<file path="config.mk">
export PLATFORM = sky130hd
export DESIGN_NAME = seq_mux
export DESIGN_NICKNAME = d
export VERILOG_FILES = /design/src/rtl/seq_mux_pkg.sv /design/src/rtl/seq_mux_bank.sv /design/src/rtl/seq_mux.sv
export SDC_FILE = /design/constraint.sdc
export NUM_CORES = 1
export LEC_CHECK = 0
export CORE_MARGIN = 2
export CORE_UTILIZATION = 52
export CTS_CLUSTER_SIZE = 20
export DETAILED_ROUTE_END_ITERATION = 6
export PLACE_DENSITY_LB_ADDON = 0.2
export REMOVE_ABC_BUFFERS = 1
export SYNTH_ARGS = -nofsm -noshare
export SYNTH_HDL_FRONTEND = slang
export SYNTH_SLANG_ARGS = --single-unit
</file>
<file path="constraint.sdc">
create_clock -name clk -period 3.25 [get_ports clk]
set_clock_uncertainty 0.05 [all_clocks]
set_input_delay 0.4875 -clock clk [delete_from_list [all_inputs] [get_ports clk]]
set_output_delay 0.4875 -clock clk [all_outputs]
set_load 0.1 [all_outputs]
</file>
<file path="src/rtl/seq_mux_pkg.sv">
// Shared types and constants for the seq_mux snapshot/stream block.
package seq_mux_pkg;

    // FSM states: waiting for a load, or delivering beats of a held snapshot.
    typedef enum logic [0:0] {
        IDLE   = 1'b0,
        STREAM = 1'b1
    } state_e;

    // Meaning of the mode input, sampled together with load.
    localparam logic MODE_DIRECT = 1'b0;
    localparam logic MODE_SCAN   = 1'b1;

    // Width needed to index n channels; never narrower than one bit.
    function automatic int sel_width(input int n);
        return (n <= 1) ? 1 : $clog2(n);
    endfunction

endpackage

</file>
<file path="src/rtl/seq_mux_bank.sv">
// Snapshot register file: CHANNELS words captured together, one read port.
module seq_mux_bank
    import seq_mux_pkg::*;
#(
    parameter int WIDTH    = 4,
    parameter int CHANNELS = 4,
    parameter int SEL_W    = sel_width(CHANNELS)
)(
    input  logic                      clk,
    input  logic                      rst,
    input  logic                      cap_en,
    input  logic [CHANNELS*WIDTH-1:0] cap_data,
    input  logic [SEL_W-1:0]          rd_idx,
    output logic [WIDTH-1:0]          rd_data
);

    logic [WIDTH-1:0] bank_reg [CHANNELS];

    generate
        for (genvar gi = 0; gi < CHANNELS; gi++) begin : g_word
            // Each word is cleared by reset and overwritten only on capture.
            always_ff @(posedge clk) begin
                if (rst) begin
                    bank_reg[gi] <= '0;
                end else if (cap_en) begin
                    bank_reg[gi] <= cap_data[gi*WIDTH +: WIDTH];
                end
            end
        end
    endgenerate

    // Read mux; indices at or beyond CHANNELS read as zero instead of off the end.
    always_comb begin
        rd_data = '0;
        for (int k = 0; k < CHANNELS; k++) begin
            if (rd_idx == SEL_W'(k)) begin
                rd_data = bank_reg[k];
            end
        end
    end

endmodule

</file>
<file path="src/rtl/seq_mux.sv">
// Captures CHANNELS input words on load and streams one (direct) or all (scan)
// of them over a valid/ready interface with fully registered outputs.
module seq_mux
    import seq_mux_pkg::*;
#(
    parameter int WIDTH    = 4,
    parameter int CHANNELS = 4,
    localparam int SEL_W   = sel_width(CHANNELS)
)(
    input  logic                      clk,
    input  logic                      rst,
    input  logic [CHANNELS*WIDTH-1:0] in_data,
    input  logic                      load,
    input  logic                      mode,
    input  logic [SEL_W-1:0]          sel,
    output logic                      busy,
    output logic                      out_valid,
    input  logic                      out_ready,
    output logic [WIDTH-1:0]          out_data,
    output logic [SEL_W-1:0]          out_idx,
    output logic                      out_last,
    output logic                      sel_err
);

    state_e           state_reg;
    logic             mode_reg;
    logic [SEL_W-1:0] idx_reg;
    logic             out_valid_reg;
    logic [WIDTH-1:0] out_data_reg;
    logic             out_last_reg;
    logic             sel_err_reg;

    logic             hs;
    logic             load_ok;
    logic             sel_oob;
    logic             cap;
    logic [SEL_W-1:0] first_idx;
    logic [WIDTH-1:0] first_data;
    logic [SEL_W-1:0] next_idx;
    logic [WIDTH-1:0] bank_rd_data;

    // Load acceptance, out-of-range detection and first-beat selection.
    always_comb begin
        hs        = out_valid_reg && out_ready;
        load_ok   = load && ((state_reg == IDLE) || (hs && out_last_reg));
        sel_oob   = (mode == MODE_DIRECT) && (32'(sel) >= 32'(CHANNELS));
        cap       = load_ok && !sel_oob;
        first_idx = (mode == MODE_SCAN) ? '0 : sel;
        next_idx  = idx_reg + SEL_W'(1);
        // The bank is not written yet on the capture cycle, so take the first
        // beat straight from in_data.
        first_data = '0;
        for (int k = 0; k < CHANNELS; k++) begin
            if (first_idx == SEL_W'(k)) begin
                first_data = in_data[k*WIDTH +: WIDTH];
            end
        end
    end

    seq_mux_bank #(
        .WIDTH    (WIDTH),
        .CHANNELS (CHANNELS),
        .SEL_W    (SEL_W)
    ) u_bank (
        .clk      (clk),
        .rst      (rst),
        .cap_en   (cap),
        .cap_data (in_data),
        .rd_idx   (next_idx),
        .rd_data  (bank_rd_data)
    );

    // FSM, beat sequencing and output registers.
    always_ff @(posedge clk) begin
        if (rst) begin
            state_reg     <= IDLE;
            mode_reg      <= MODE_DIRECT;
            idx_reg       <= '0;
            out_valid_reg <= 1'b0;
            out_data_reg  <= '0;
            out_last_reg  <= 1'b0;
            sel_err_reg   <= 1'b0;
        end else begin
            sel_err_reg <= load_ok && sel_oob;
            if (cap) begin
                // A last-beat handshake with load lands here too: no bubble.
                state_reg     <= STREAM;
                mode_reg      <= mode;
                idx_reg       <= first_idx;
                out_valid_reg <= 1'b1;
                out_data_reg  <= first_data;
                out_last_reg  <= (mode == MODE_DIRECT);
            end else if (hs) begin
                if (out_last_reg || (mode_reg != MODE_SCAN)) begin
                    state_reg     <= IDLE;
                    out_valid_reg <= 1'b0;
                    out_last_reg  <= 1'b0;
                end else begin
                    idx_reg      <= next_idx;
                    out_data_reg <= bank_rd_data;
                    out_last_reg <= (next_idx == SEL_W'(CHANNELS - 1));
                end
            end
        end
    end

    assign busy      = (state_reg == STREAM);
    assign out_valid = out_valid_reg;
    assign out_data  = out_data_reg;
    assign out_idx   = idx_reg;
    assign out_last  = out_last_reg;
    assign sel_err   = sel_err_reg;

endmodule
</file>
# == Yosys cells after proc, flatten, opt, wreduce, memory -nomap -nowiden ==
# Memory sizes are Yosys's and may differ from the RTL's.
# Index checks and enable logic that the tools add are counted.
# op_classes
bitwise,7
reduce_logical,11
eq_ne,7
n_mux,30
add_sub_neg,1
# ops
cell,n
$mux 4,15
$mux 1,11
$eq 2x2->1 const B,4
$mux 2,4
$eq 2x1->1 const B,2
$logic_not 2->1,2
$or 1x1->1,4
$reduce_and 2->1,2
$reduce_bool 2->1,2
$logic_and 1x1->1,3
$not 1->1,3
$add 2x1->2 const B,1
$logic_or 1x1->1,2
$ne 2x2->1 const B,1
# totals
register_bits,9
output_inout_bits,10
memories,1
ram_bits,16
word_cells,62
# memory_table
name,words,width,rd,rd_clocked_by_memory_dff,write_ports,line_no,text
u_bank.bank_reg,4,4,4,0,4,seq_mux_bank.sv:17,logic [WIDTH-1:0] bank_reg [CHANNELS];

# == Depth between registers and ports, before layout ==
# Gate-level depths: netlist (run 1).
# logic_depth
ltp_word,9
mapped_depth,6

# == Cells and area by module ==
# From an unflattened synthesis (run 1), not the netlist that was laid out.
# unflattened
hier_cells,120
area_unflattened_um2,1408.9
# modules_own_cells
mod,n_inst,area_each_um2,seq_area_each_um2,cells_per_inst
seq_mux_bank,1,739.5,480.5,39
seq_mux,1,669.4,180.2,81

# == Worst setup path before layout (run 1) ==
# Ideal clock, no wire load.
# synth_path
path_type,register -> register
start,"register idx_reg[0], in the netlist out_idx[0]"
end,"register out_data_reg[2], in the netlist out_data[2]"
slack_ns,1.026
required_time_ns,3.078
synth_period_minus_slack_ns,2.224
arrival_time_ns,2.052
stages_incl_launch_ff,7
cell_sequence,dfxtp_1 inv_1 ha_1 or3b_1 o21ai_0 o21ai_0 o311a_1
# synth_between
elab_chain_cells,9
# synth_rtl
item,line_no,text
"start, declared",seq_mux.sv:27,logic [SEL_W-1:0] idx_reg;
"start signal, assigned",seq_mux.sv:89,idx_reg <= first_idx;
"start signal, assigned",seq_mux.sv:99,idx_reg <= next_idx;
$add 2x1->2 (*),seq_mux.sv:49,next_idx = idx_reg + SEL_W'(1);
$logic_not 2->1,seq_mux_bank.sv:36,if (rd_idx == SEL_W'(k)) begin
$mux 4 (3 in a row),seq_mux_bank.sv:36,
$mux 4 (*),seq_mux_bank.sv:36,
$mux 4 (*),seq_mux.sv:94,if (out_last_reg || (mode_reg != MODE_SCAN)) begin
$mux 4 (*),seq_mux.sv:93,end else if (hs) begin
$mux 4 (*),seq_mux.sv:85,if (cap) begin
"end signal, assigned",seq_mux.sv:91,out_data_reg <= first_data;
"end signal, assigned",seq_mux.sv:100,out_data_reg <= bank_rd_data;
"end, declared",seq_mux.sv:29,logic [WIDTH-1:0] out_data_reg;
# Every way passes the cells marked *; elsewhere a longest branch is shown, timed or not. The select of a mux whose other input is x is not followed.
# A chain may end at the register's enable or synchronous reset.

# == Worst setup path after layout (run 1) ==
# layout_path
start,"register out_data_reg[1], in the netlist out_data[1]"
end,output out_data[1]
# layout_lines
item,line_no,text
"end, declared",seq_mux.sv:19,"output logic [WIDTH-1:0] out_data,"
# No word-level cell between the ends.

==> metrics.md, run 1 <==
| Metric | Value |
|---|---|
| Routed WL per cell | between 15 and 20 microns |
| Detailed-route DRC error count | 0 |
| Portion of the post-synthesis area used by sequential elements | 0.490 |
| Detail Placement HPWL | 2290 microns |
| Post-synth cell types | 39 |
| Crit path launch type | flop |
| RSZ-0062 raised after global routing | no |
| Total congestion overflow after global routing | 0 |
| Cell leakage power | 0.653 nW |
| CTS H-tree lvls | 1 |
| Violation count after the first detailed-routing iteration | 16 |
| Average footprint of a synthesized cell | 11.1 sq um |
| Buffers plus inverters on the worst setup path | 1 |
| Hold Vio Cnt, Final | 0 |
| Clock latency on the worst-skew pair | between 300 and 400 ps |
| TritonCTS Buffers | 3 |
| Total met2 wirelength after detailed routing | 1500 microns |
| Antenna violations before repair | 0 |
| Run status | completed |
| R2R depth | 6 |
| Area of the die | 3010 sq um |
| Critical path depth in cells | 1 |
| Kind of capture point of the worst setup path | output port |
| Detailed Routing Iterations Pass 1 | 4 |
| Yosys top cell area share | 0.357 |
| Gpl congestion | 0.806 |
| Number of global-route vias before repair | 1042 |
| Core box area | 2480 sq um |
| Top post-synthesis cells by area | sky130_fd_sc_hd__edfxtp_1, sky130_fd_sc_hd__dfxtp_1, sky130_fd_sc_hd__and2_1 |
| Maximum number of pins on one net before global-route repair | 17 |
| Most common cell after layout, fill and taps aside | sky130_fd_sc_hd__clkdlybuf4s50_1 |
| CTS Buffer Depth | 2 |
| Detail Route Antenna Nets | 0 |
| Power per cell area | 435 nW/um^2 |
| Cell with the largest stage delay on the worst path | sky130_fd_sc_hd__clkdlybuf4s50_1 |
| Area added between synthesis and finish | 23.5% |
| Reg-to-reg setup timing slack | 1410 ps |
| Peak supply drop | ~0.32 mV |
| Diodes inserted | 0 |
| Ports placed on the boundary | 33 |
| DRT met1 WL | between 1000 and 1500 microns |
| Number of cells traversed by the worst hold path | 2 |
| Commonest cells after routing, fill and taps aside | sky130_fd_sc_hd__clkdlybuf4s50_1, sky130_fd_sc_hd__and2_1, sky130_fd_sc_hd__edfxtp_1 |
| Hold bufs inserted after CTS | 0 |
| Max stage delay on crit path | 1150 ps |
| Async set-reset flop share out of synthesis | 0 |
| Total Neg Setup Slack | 0 ps |
| Die Span Y | 54.9 microns |
| Die extent in x | 54.9 microns |
| Worst slew pin tran | 971 ps |
| Overall via count from detail_route | 1070 |
| Achievable frequency | 418 MHz |
| Routed WL | 3020 microns |
| Uppermost metal layer occupied by signal nets | met4 |
| Area leader, netlist | sky130_fd_sc_hd__edfxtp_1 |
| Met3 layer wire length in the routed design | 165 microns |
| Slew Limit Headroom | 0.351 |
| Shortest period the worst path allows | 2390 ps |
| Resize count post-CTS | 0 |
| Final nets | between 150 and 200 |
| Critical path arrival | between 1500 and 2000 ps |
| Number of flops mapped to enable cells by yosys | 16 |
| Number of maximum-capacitance violations | 0 |
| Worst-path clk slew | about 140 ps |
| Flip-flop count of the largest register, all copies and words added | 16 |
| Buffer type at the clock tree root | sky130_fd_sc_hd__clkbuf_4 |
| Number of max-slew violations in the final report | 0 |
| Post-route worst hold slack | 456 ps |
| Initial Utilization | 0.544 |
| Count of buffers inserted at the top-level ports | 31 |
| Mapped Cells | 121 |
| Number of setup violations in the final report | 0 |
| Number of vias per cell after detailed routing | 5.98 |
| Total number of placement rows | 18 |
| Kind of critical path | flop to output port |
| Cell area after technology mapping | 1350 sq um |
| Largest driver fanout on the critical path | 2 |
| Layout cell share with drive strength beyond 1 | 0.121 |
| Largest delay contributor family on the critical path | buffers and inverters |
| Type of the worst min-delay path | flop to flop |
| Period Utilization, post-route | 0.736 |
| # Post-CTS Setup Buffers | 0 |
| Count of state elements after synthesis | 25 |
| Total power draw | 0.724 mW |
| Clk sinks | 25 |
| Global-route usage over all layers | 0.222 |
| TritonCTS clock tree | yes |
| Leading register cell type out of synthesis | sky130_fd_sc_hd__edfxtp_1 |
| Synth warnings | 0 |
| Global-route wire length before repair | 4710 microns |
| Data required time at the worst endpoint | 2710 ps |
| Cell-by-cell listing of the critical path | clkdlybuf4s50_1 |
[where the power goes]
part / internal (mW) / total (mW) / switching, mW
Sequential: 0.366 / 0.379 / 0.0130
Clock: 0.0459 / 0.138 / 0.0918
Combinational: 0.0728 / 0.207 / 0.135
Total: 0.485 / 0.724 / 0.239
[final timing paths]
path	startpoint	end
hold / removal	mode_reg$_SDFFE_PP0P_	mode_reg$_SDFFE_PP0P_
hold reg to reg	mode_reg$_SDFFE_PP0P_	mode_reg$_SDFFE_PP0P_
setup / recovery	out_data[1]$_SDFFE_PP0P_	out_data[1]
setup reg to reg	out_idx[0]$_SDFFE_PP0P_	out_data[1]$_SDFFE_PP0P_
[cell families after synthesis]
logic type	count (synthesis)	share of synthesized area
simple gates	42	0.206
compound gates	32	0.175
flops	25	0.490
buf+inv	12	0.0483
fa+ha+maj	4	0.0371
mux	4	0.0334
other cells	1	0.00278
xor+xnor	1	0.00650
[routing by layer]
| layer | vias up | global-route usage |
|---|---|---|
| li1 | 507 | - |
| met1 | 516 | 0.298 |
| met2 | 43 | 0.391 |
| met3 | 4 | 0.0269 |
| met4 | 0 | 0.0366 |
| met5 | - | 0 |
[synthesized netlist by cell type, types with 2 or more instances]
master	n
sky130_fd_sc_hd__and2_1	16
sky130_fd_sc_hd__edfxtp_1	16
sky130_fd_sc_hd__dfxtp_1	9
sky130_fd_sc_hd__nand2_1	6
sky130_fd_sc_hd__buf_4	5
sky130_fd_sc_hd__inv_1	5
sky130_fd_sc_hd__o21ai_0	5
sky130_fd_sc_hd__a2111oi_0	4
sky130_fd_sc_hd__a22oi_1	4
sky130_fd_sc_hd__a31oi_1	4
sky130_fd_sc_hd__ha_1	4
sky130_fd_sc_hd__mux2_2	4
sky130_fd_sc_hd__o311a_1	4
sky130_fd_sc_hd__and3b_1	3
sky130_fd_sc_hd__nor2_1	3
sky130_fd_sc_hd__o22ai_1	3
sky130_fd_sc_hd__a21oi_1	2
sky130_fd_sc_hd__nand2b_1	2
sky130_fd_sc_hd__nor2b_1	2
[layout make-up]
cell class	instances	area (sq um)
tap	30	37.5
sequential	25	661
clock buffer	3	22.5
multi-input combinational	84	622
timing repair buffer	31	298
inverter	5	18.8
fill	225	813
clock inverter	1	5.00
[through the flow]
step	worst slack [ps]	instance area [sq um]	instances	util
final	859	1660	179	0.672
after global routing	834	1660	179	0.672
after global placement	1030	1640	175	0.661
after detailed placement	975	1640	175	0.661
after CTS	869	1660	179	0.672
after floorplan	342	1300	114	-
Power figures use the tool's default switching activity.
==> run 2, diff against run 1 <==
- CORE_UTILIZATION: 52 -> 48
- clock period: 3.25 -> 2.2 ns (I/O delays scaled with it)
==> run 2 against run 1 <==
  * Final area rose by 2.1%
  * Sequential share of layout area fell by 0.82 points
  * Die area rose by 7.7%
  * Via count rose by 2.0%
  * Global-route usage fell by 1.5 points
  * Wire length rose by 5.7%
  * Combinational power rose by 53%
  * Non-clock buffer count rose by 6
  * First-iteration DRC count rose to 2.5 times the previous value
  * Worst hold slack improved by 2.0 ps
  * Worst setup slack got worse by 500 ps
  * Largest cell class unchanged
==> metrics.md, run 2 (synthesis results as in run 1) <==
| Metric | Value |
|---|---|
| Buffers plus inverters on the worst setup path | 1 |
| Reg-to-reg setup timing slack | 350 ps |
| Cell with the largest stage delay on the worst path | sky130_fd_sc_hd__a2111oi_0 |
| Total number of placement rows | 19 |
| Hold bufs inserted after CTS | 0 |
| Die Span Y | 57.0 microns |
| Cell-by-cell listing of the critical path | inv_1 > ha_1 > and3b_1 > a2111oi_0 > o21ai_0 > o311a_1 |
| Number of max-slew violations in the final report | 0 |
| Worst Setup Slack post-DPL | 262 ps |
| Violation count after the first detailed-routing iteration | 40 |
| Ports placed on the boundary | 33 |
| Initial Utilization | 0.497 |
| Buffer type at the clock tree root | sky130_fd_sc_hd__clkbuf_4 |
| Detail Placement HPWL | 2410 microns |
| Layout cell share with drive strength beyond 1 | 0.174 |
| Diodes inserted | 0 |
| Routed WL per cell | 17.2 microns |
| Overall via count from detail_route | 1091 |
| Global-route wire length before repair | 5170 microns |
| Die extent in x | between 50 and 60 microns |
| Data required time at the worst endpoint | 2370 ps |
| TritonCTS clock tree | yes |
| Maximum number of pins on one net before global-route repair | 14 |
| Period Utilization, post-route | 0.839 |
| Inst Count DP | 182 |
| Gpl congestion | 0.803 |
| Worst flop-to-flop path startpoint | out_idx[0]$_SDFFE_PP0P_ |
| TritonCTS Buffers | 3 |
| Shortest period the worst path allows | 1850 ps |
| CTS H-tree lvls | 1 |
| Peak supply drop | around 0.36 mV |
| Number of global-route vias before repair | 1120 |
| # Post-CTS Setup Buffers | 0 |
| Number of vias per cell after detailed routing | 5.87 |
| Cell area after placement | 1670 sq um |
| Clk sinks | 25 |
| Commonest cells after routing, fill and taps aside | sky130_fd_sc_hd__clkdlybuf4s50_1, sky130_fd_sc_hd__and2_1, sky130_fd_sc_hd__edfxtp_1 |
| Critical path arrival | 2010 ps |
| Core box area | around 2700 sq um |
| R2R Path End | out_data[1]$_SDFFE_PP0P_ |
| Crit path launch type | flop |
| Detail Route Antenna Nets | 0 |
| Run status | completed |
| Final nets | 183 |
| Count of buffers inserted at the top-level ports | 31 |
| Number of cells traversed by the worst hold path | 2 |
| Kind of critical path | flop to flop |
| Non-filler instance count after layout | 186 |
| Final standard cell area without fillers | 1700 sq um |
| Routed WL | between 3000 and 4000 microns |
| Type of the worst min-delay path | flop to flop |
| Slack of the critical path | around 350 ps |
| Flip-flop count of the largest register, all copies and words added | 16 |
| R2R depth | 6 |
| Number of setup violations in the final report | 0 |
| Kind of capture point of the worst setup path | flop |
| Most common cell after layout, fill and taps aside | sky130_fd_sc_hd__clkdlybuf4s50_1 |
| Achievable frequency | 542 MHz |
| Area added between synthesis and finish | 26.1% |
| Largest delay contributor family on the critical path | compound AO/OA/AOI/OAI gates |
| Worst hold start | mode_reg$_SDFFE_PP0P_ |
| Area of the die | 3250 sq um |
| Total congestion overflow after global routing | 0 |
| CTS Buffer Depth | 2 |
| Number of maximum-capacitance violations | 0 |
| Largest driver fanout on the critical path | 8 |
| RSZ-0062 raised after global routing | no |
| Resize count post-CTS | 0 |
| Detailed-route DRC error count | 0 |
| Worst-path clk slew | 130 ps |
| Global-route usage over all layers | 0.207 |
| Cell leakage power | 0.686 nW |
| Detailed Routing Iterations Pass 1 | 4 |
| Power per cell area | 634 nW/um^2 |
| Max stage delay on crit path | 390 ps |
| Antenna violations before repair | 0 |
| Hold Vio Cnt, Final | 0 |
| Clock latency on the worst-skew pair | 310 ps |
| Hold path endpoint | mode_reg$_SDFFE_PP0P_ |
[run 2: routing by layer]
layer | vias to the layer above | track usage | wire length, microns
met4 | 0 | 0.0698 | 42
met3 | 6 | 0.0317 | 216
met2 | 37 | 0.361 | 1650
li1 | 521 | - | -
met5 | - | 0 | 0
met1 | 527 | 0.263 | 1280
[run 2: tightest hold or removal path: cells and delay by family, from the launching register on]
family	cells	cell delay, ps
compound gates	1	60
flops	1	360
simple gates	1	60
[run 2: metrics by stage]
stage,util,power [mW],hold slack (ps),setup TNS [ps]
floorplan,-,0.770,349,-23130
detailed placement,0.617,0.887,443,0
global route,0.627,1.12,482,0
global placement,0.617,0.881,428,0
CTS,0.627,1.08,460,0
finish,0.627,1.08,458,0
[run 2: how the worst max path moves through the flow]
stage	slack [ps]	to	cells past startpoint	from
floorplan	-710	u_bank.bank_reg[0][0]$_SDFFCE_PN0P_	3	out_valid$_SDFFE_PP0P_
global placement	300	out_data[0]$_SDFFE_PP0P_	5	sel[1]
detailed placement	260	out_data[2]$_SDFFE_PP0P_	5	sel[1]
CTS	350	out_data[1]$_SDFFE_PP0P_	6	out_idx[0]$_SDFFE_PP0P_
global route	130	out_data[3]$_SDFFE_PP0P_	6	out_idx[0]$_SDFFE_PP0P_
finish	350	out_data[1]$_SDFFE_PP0P_	6	out_idx[0]$_SDFFE_PP0P_
[run 2: report_power, final]
group | switching [mW] | internal, mW | total, mW
clock | 0.129 | 0.0708 | 0.200
sequential | 0.0201 | 0.540 | 0.560
combinational | 0.203 | 0.114 | 0.317
total | 0.352 | 0.726 | 1.08
[run 2: final cells by class]
type,count,area [sq um]
tap,31,38.8
multi-input combinational,84,622
timing repair buffer,37,333
fill,226,1010
sequential,25,661
clock buffer,4,26.3
inverter,5,18.8
